==> src/rtl/uart_pkg.sv <==
// uart_pkg: shared types and constants for the UART transmit path.
// Holds the serialiser state encoding and default frame geometry.
package uart_pkg;

  localparam int OVERSAMPLE  = 16;
  localparam int DVSR_W      = 11;
  localparam int DBIT_DEF    = 8;
  localparam int SB_TICK_DEF = 16;
  localparam int FIFO_W_DEF  = 8;

  typedef enum logic [1:0] {
    ST_IDLE,
    ST_START,
    ST_DATA,
    ST_STOP
  } tx_state_e;

endpackage

==> src/rtl/uart_baud_gen.sv <==
// uart_baud_gen: free-running 16x oversample tick generator.
// Tick period is dvsr+1 clocks; a new divisor applies at the next compare.
module uart_baud_gen
  import uart_pkg::*;
(
  input  logic              clk,
  input  logic              resetn,
  input  logic [DVSR_W-1:0] dvsr_i,
  output logic              tick_o
);

  localparam logic [DVSR_W-1:0] CNT_ONE = DVSR_W'(1);

  logic [DVSR_W-1:0] cnt_q;
  logic [DVSR_W-1:0] cnt_d;

  assign tick_o = (cnt_q >= dvsr_i);
  assign cnt_d  = tick_o ? '0 : cnt_q + CNT_ONE;

  always_ff @(posedge clk or negedge resetn) begin
    if (!resetn) begin
      cnt_q <= '0;
    end else begin
      cnt_q <= cnt_d;
    end
  end

endmodule

==> src/rtl/uart_tx_path.sv <==
// uart_tx_path: byte FIFO plus 8N1 serialiser driven by the baud tick.
// The FIFO and the transmit FSM live here; the tick comes from uart_baud_gen.
module uart_tx_path
  import uart_pkg::*;
#(
  parameter int DBIT    = DBIT_DEF,
  parameter int SB_TICK = SB_TICK_DEF,
  parameter int FIFO_W  = FIFO_W_DEF
) (
  input  logic              clk,
  input  logic              resetn,
  input  logic              wr_uart,
  input  logic [DBIT-1:0]   w_data,
  input  logic [DVSR_W-1:0] dvsr,
  output logic              tx_full,
  output logic              tx_empty,
  output logic              tx_busy,
  output logic              tx
);

  localparam int DEPTH = 1 << FIFO_W;
  // Longer stop periods (1.5 / 2 bits) need a wider sample counter
  localparam int S_W = (SB_TICK > OVERSAMPLE) ? $clog2(SB_TICK) : 4;
  localparam int N_W = (DBIT > 1) ? $clog2(DBIT) : 1;

  localparam logic [S_W-1:0]    S_ONE     = S_W'(1);
  localparam logic [S_W-1:0]    S_OS_LAST = S_W'(OVERSAMPLE - 1);
  localparam logic [S_W-1:0]    S_SB_LAST = S_W'(SB_TICK - 1);
  localparam logic [N_W-1:0]    N_ONE     = N_W'(1);
  localparam logic [N_W-1:0]    N_LAST    = N_W'(DBIT - 1);
  localparam logic [FIFO_W-1:0] PTR_ONE   = FIFO_W'(1);
  localparam logic [FIFO_W:0]   CNT_ONE   = (FIFO_W + 1)'(1);
  localparam logic [FIFO_W:0]   CNT_FULL  = (FIFO_W + 1)'(DEPTH);

  logic tick;

  uart_baud_gen u_baud (
    .clk    (clk),
    .resetn (resetn),
    .dvsr_i (dvsr),
    .tick_o (tick)
  );

  logic [DBIT-1:0]   mem_q [DEPTH];
  logic [FIFO_W-1:0] wr_ptr_q;
  logic [FIFO_W-1:0] rd_ptr_q;
  logic [FIFO_W:0]   count_q;
  logic [FIFO_W:0]   count_d;
  logic              full_q;
  logic              empty_q;
  logic              push;
  logic              pop;

  tx_state_e         state_q;
  logic [S_W-1:0]    s_q;
  logic [N_W-1:0]    n_q;
  logic [DBIT-1:0]   b_q;
  logic              tx_q;
  logic              busy_q;

  assign push = wr_uart && !full_q;
  assign pop  = (state_q == ST_IDLE) && !empty_q;

  always_comb begin
    count_d = count_q;
    unique case ({push, pop})
      2'b10:   count_d = count_q + CNT_ONE;
      2'b01:   count_d = count_q - CNT_ONE;
      default: count_d = count_q;
    endcase
  end

  always_ff @(posedge clk) begin
    if (push) begin
      mem_q[wr_ptr_q] <= w_data;
    end
  end

  always_ff @(posedge clk or negedge resetn) begin
    if (!resetn) begin
      wr_ptr_q <= '0;
      rd_ptr_q <= '0;
      count_q  <= '0;
      full_q   <= 1'b0;
      empty_q  <= 1'b1;
    end else begin
      if (push) begin
        wr_ptr_q <= wr_ptr_q + PTR_ONE;
      end
      if (pop) begin
        rd_ptr_q <= rd_ptr_q + PTR_ONE;
      end
      count_q <= count_d;
      full_q  <= (count_d == CNT_FULL);
      empty_q <= (count_d == '0);
    end
  end

  // tx_q is loaded with the level of the state being entered
  always_ff @(posedge clk or negedge resetn) begin
    if (!resetn) begin
      state_q <= ST_IDLE;
      s_q     <= '0;
      n_q     <= '0;
      b_q     <= '0;
      tx_q    <= 1'b1;
      busy_q  <= 1'b0;
    end else begin
      unique case (state_q)
        ST_IDLE: begin
          tx_q <= 1'b1;
          if (!empty_q) begin
            b_q     <= mem_q[rd_ptr_q];
            s_q     <= '0;
            tx_q    <= 1'b0;
            busy_q  <= 1'b1;
            state_q <= ST_START;
          end
        end
        ST_START: begin
          if (tick) begin
            if (s_q == S_OS_LAST) begin
              s_q     <= '0;
              n_q     <= '0;
              tx_q    <= b_q[0];
              state_q <= ST_DATA;
            end else begin
              s_q <= s_q + S_ONE;
            end
          end
        end
        ST_DATA: begin
          if (tick) begin
            if (s_q == S_OS_LAST) begin
              s_q <= '0;
              b_q <= {1'b0, b_q[DBIT-1:1]};
              if (n_q == N_LAST) begin
                tx_q    <= 1'b1;
                state_q <= ST_STOP;
              end else begin
                n_q  <= n_q + N_ONE;
                tx_q <= b_q[1];
              end
            end else begin
              s_q <= s_q + S_ONE;
            end
          end
        end
        ST_STOP: begin
          if (tick) begin
            if (s_q == S_SB_LAST) begin
              busy_q  <= 1'b0;
              state_q <= ST_IDLE;
            end else begin
              s_q <= s_q + S_ONE;
            end
          end
        end
        default: begin
          tx_q    <= 1'b1;
          busy_q  <= 1'b0;
          state_q <= ST_IDLE;
        end
      endcase
    end
  end

  assign tx_full  = full_q;
  assign tx_empty = empty_q;
  assign tx_busy  = busy_q;
  assign tx       = tx_q;

endmodule
==> config.mk <==
export PLATFORM = sky130hd
export DESIGN_NAME = uart_tx_path
export DESIGN_NICKNAME = d
export VERILOG_FILES = /design/src/rtl/uart_pkg.sv /design/src/rtl/uart_baud_gen.sv /design/src/rtl/uart_tx_path.sv
export SDC_FILE = /design/constraint.sdc
export NUM_CORES = 2
export LEC_CHECK = 0
export ABC_AREA = 1
export BUFFER_PORTS_ARGS = -buffer_cell sky130_fd_sc_hd__buf_2
export CAP_MARGIN = 20
export CORE_MARGIN = 1.5
export CORE_UTILIZATION = 53
export DETAILED_ROUTE_END_ITERATION = 7
export GPL_ROUTABILITY_DRIVEN = 1
export PLACE_DENSITY = 0.72
export REMOVE_ABC_BUFFERS = 1
export SKIP_CTS_REPAIR_TIMING = 1
export SYNTH_ARGS = -nofsm -noshare
export SYNTH_HDL_FRONTEND = slang
export SYNTH_HIERARCHICAL = 1
export SYNTH_SLANG_ARGS = --single-unit
==> constraint.sdc <==
create_clock -name clk -period 2.9 [get_ports clk]
set_input_delay 0.29 -clock clk [delete_from_list [all_inputs] [get_ports clk]]
set_output_delay 0.29 -clock clk [all_outputs]
set_load 0.1 [all_outputs]
==> results.md <==
* Run status: completed
* Number of pins exceeding their max-slew limit in the final report at 0
* Post-synth ARST share at about 2.7%
* Fin worst setup slack at ~0.096 ns
* Count of endpoints failing hold in the final timing report at 0
* X dimension of the die at 408 um
* Count of different cell masters after synthesis at 41
* Vias at ~60000
* Vias/cell at just under 6
* HPWL reported at the end of detailed placement at 145000 um
* Classification of the worst-slack hold path: in2reg
* Maximum single-stage delay on the critical path at 0.59 ns
* Top cells by area in the synthesized netlist: sky130_fd_sc_hd__edfxtp_1 (71%), sky130_fd_sc_hd__nand2_1 (12%), sky130_fd_sc_hd__nand3_1 (6.8%)
* Worst setup path category: reg2reg
* Main combinational cell family by area after synthesis: simple AND/OR/NAND/NOR gates
* CP Max Fanout at 33
* Most used flip-flop cell after synthesis: sky130_fd_sc_hd__edfxtp_1
* Power per cell area at approximately 640 nW/um^2
* Total routing usage reported by global routing at between 20 and 30%
* Synth area leader: sky130_fd_sc_hd__edfxtp_1
* Clock Sink Count at 2105
* Clock Tree Buf Depth at 3
* Worst slew pin tran at 0.945 ns
* GP Congestion at 0.926
* Detailed-router iteration count before antenna repair at 6
* Crit path required time at 3.62 ns
* Synth Area in Adders at 0.389%
* Top Ports at 26
* Port bufs at 25
* Slew HR at a little under two fifths
* Antenna violations before repair at 4
* TritonCTS clock tree: built
* Detailed-route DRC error count at 0
* Worst Clk Skew at between 0.03 and 0.04 ns
* Cell area after layout at approximately 100000 sq um
* Vertical die dimension at approximately 410 um
* Min Clock Period, post-route at 2.80 ns
* Share of cells above drive strength 1 at between 10% and 20%
* Worst-skew pair later-pin latency at ~0.83 ns
* Leak pwr at roughly 37 nW
* Sort of element at the end of the critical path: flop
* Total placed instance area at 92500 sq um
* Cell types with the highest counts after synthesis: sky130_fd_sc_hd__nand2_1 (2745), sky130_fd_sc_hd__edfxtp_1 (2048), sky130_fd_sc_hd__nand3_1 (1183)
* Synthesized area at between 80000 and 90000 sq um
* Post-synthesis area per instance at between 10 and 15 sq um
* Core Rows at approximately 150
* Sequential fraction of the synthesis area at about 72%
* Area growth syn-to-layout at 14.2%
* Final Net Count at about 7900
* Initial drt markers at a little over 8000
* Cell Chain, Critical Path: inv_8 > buf_12 > nand3_1 > nand3_1 > nand3_1 > nand3_1 > nand3_1 > nand3_1 > nand3_1 > nand2_1 > nand2_1 > nand2_1 > nand2_1
* DP Worst Slack at around 0.036 ns
* Max rail drop VDD at around 0.66 mV
* Most frequently used cell type in the post-synthesis netlist: sky130_fd_sc_hd__nand2_1
* Number of flops mapped to enable cells by yosys at between 2000 and 2500
* Die area at ~170000 sq um
* Yosys warns at 6
* Wire length of the first global-routing pass at approximately 360000 um
* Area share of the leading cell type in the synthesized netlist at ~70%
* Instance count of the mapped netlist at 7551
* Leftover overflow at the end of global routing at 0
* Final Setup Violations at 0
* Area fraction in compound gates after synthesis at under 10%
* Startpoint class of the critical path: flop
* Fraction of the mapped netlist area in simple logic gates at between 20% and 30%
* Multiplexer area fraction after synthesis at less than 1%
* Final routed wirelength across all metal layers at 243000 um
* Total of max-cap violations at 0
* Synthesized-area fraction occupied by xor and xnor cells at less than 1%
* Number of buffers created by CTS at just over 200
* Crit-path slowest cell: sky130_fd_sc_hd__dfrtp_4
* Via count of the first global-routing pass at roughly 57000
* Maximum number of pins on one net before global-route repair at around 110
* Maximum frequency from static timing analysis at around 360 MHz
* WL per Instance at roughly 24 um
* Final cycle utilization of the critical path at a little over nine tenths
* Root buf cell: sky130_fd_sc_hd__clkbuf_16
* Initial core utilization at between 50% and 60%
* Most used cell, CP: sky130_fd_sc_hd__nand3_1
* Setup repair after global routing missed its margin: false
* H-tree level count at 4
* Clock-pin slew of the registers on the worst-case setup and hold paths at around 0.06 ns
* Final worst hold slack at 0.0156 ns
* R2R setup slack at 0.1 ns
* Number of flip-flops and latches in the synthesized netlist at approximately 2100
* Placeable Area at 163000 sq um
* Arrival time worst endpoint at around 3.5 ns
* Remaining number of nets flagged by the antenna check after routing at 0
==> registers in the layout (all words and copies together) (netlist names), 2 cells and up <==
| signal | count |
|---|---|
| count_q | 9 |
| state_q | 2 |
| b_q | 8 |
| s_q | 4 |
| mem_q | 2048 |
| rd_ptr_q | 8 |
| n_q | 3 |
| wr_ptr_q | 8 |
| u_baud/cnt_q | 11 |
==> cell families (layout without fill, tap and decap cells) <==
family          Yosys count  after routing
simple gates           4352           4352
flops                  2105           2105
buf+inv                 579           1061
compound gates          463            463
fa+ha+maj                27             27
xor+xnor                 24             24
mux                       1              1
other cells               0              9
==> cells in the final DEF (no fill, tap or decap), drive strengths merged, types with 15 or more instances in the layout <==
master / n
ha: 27
o21ai: 71
o22ai: 20
nor2: 380
clkinv: 77
dfrtp: 55
nor3: 16
a21boi: 39
a21oi: 284
nand2: 2755
xor2: 22
clkbuf: 274
buf: 557
nand3: 1186
bufinv: 15
inv: 126
edfxtp: 2048
o211ai: 41
==> critical path: cells and delay by family, from the launching register on <==
family                 cells  cell delay (ns)
and+or+nand+nor           11             1.49
DFF                        1             0.59
buffers and inverters      2             0.56
==> per-stage QoR <==
stage / utilization, % / instances / TNS [ns] / power (mW)
after detailed placement: 56.8 / 9824 / 0 / 38.1
final: 60.9 / 10200 / 0 / 63.5
after global routing: 60.9 / 10200 / 0 / 65.0
after floorplan: - / 7092 / -575.27 / 36.1
after global placement: 56.8 / 9824 / 0 / 38.0
after CTS: 60.8 / 10200 / 0 / 63.5
==> power by group <==
group	total [mW]	internal [mW]	switching, mW	leakage [nW]
Sequential	34.2	33.9	0.300	19.1
Combinational	3.39	0.807	2.58	14.4
Clock	25.9	14.6	11.3	3.14
Total	63.5	49.3	14.2	36.7
==> worst paths after layout <==
path                                               from                         to  cells past startpoint
max in group asynchronous                        resetn       count_q[8]$_DFF_PN0_                      3
min in group asynchronous                        resetn  u_baud/cnt_q[0]$_DFF_PN0_                      3
worst min-delay path                          w_data[2]    mem_q[213][2]$_DFFE_PP_                      1
worst max-delay path            rd_ptr_q[1]$_DFFE_PN0P_         b_q[1]$_DFFE_PN0P_                     13
worst max register to register  rd_ptr_q[1]$_DFFE_PN0P_         b_q[1]$_DFFE_PN0P_                     13
worst min register to register      tx_busy$_DFFE_PN0P_        tx_busy$_DFFE_PN0P_                      2
==> cell type report <==
| type | instances | area (sq um) |
|---|---|---|
| inverters | 120 | 499 |
| repair inverters | 1 | 11.3 |
| clock inverters | 101 | 958 |
| well taps | 2175 | 2720 |
| multi-input cells | 4867 | 21200 |
| flip-flops and latches | 2105 | 62900 |
| diodes | 9 | 22.5 |
| repair buffers | 568 | 5370 |
| clock buffers | 271 | 5490 |
| fillers | 12400 | 63600 |
==> metal layers <==
| layer | GRT usage [%] | share of wire, % | up-vias |
|---|---|---|---|
| li1 | - | - | 26900 |
| met1 | 40.6 | 38 | 29000 |
| met2 | 44.0 | 46 | 3768 |
| met3 | 5.40 | 12 | 593 |
| met4 | 11.5 | 4.2 | 0 |
| met5 | 0 | 0 | - |
Note: power is estimated with default switching activity, not from simulation.
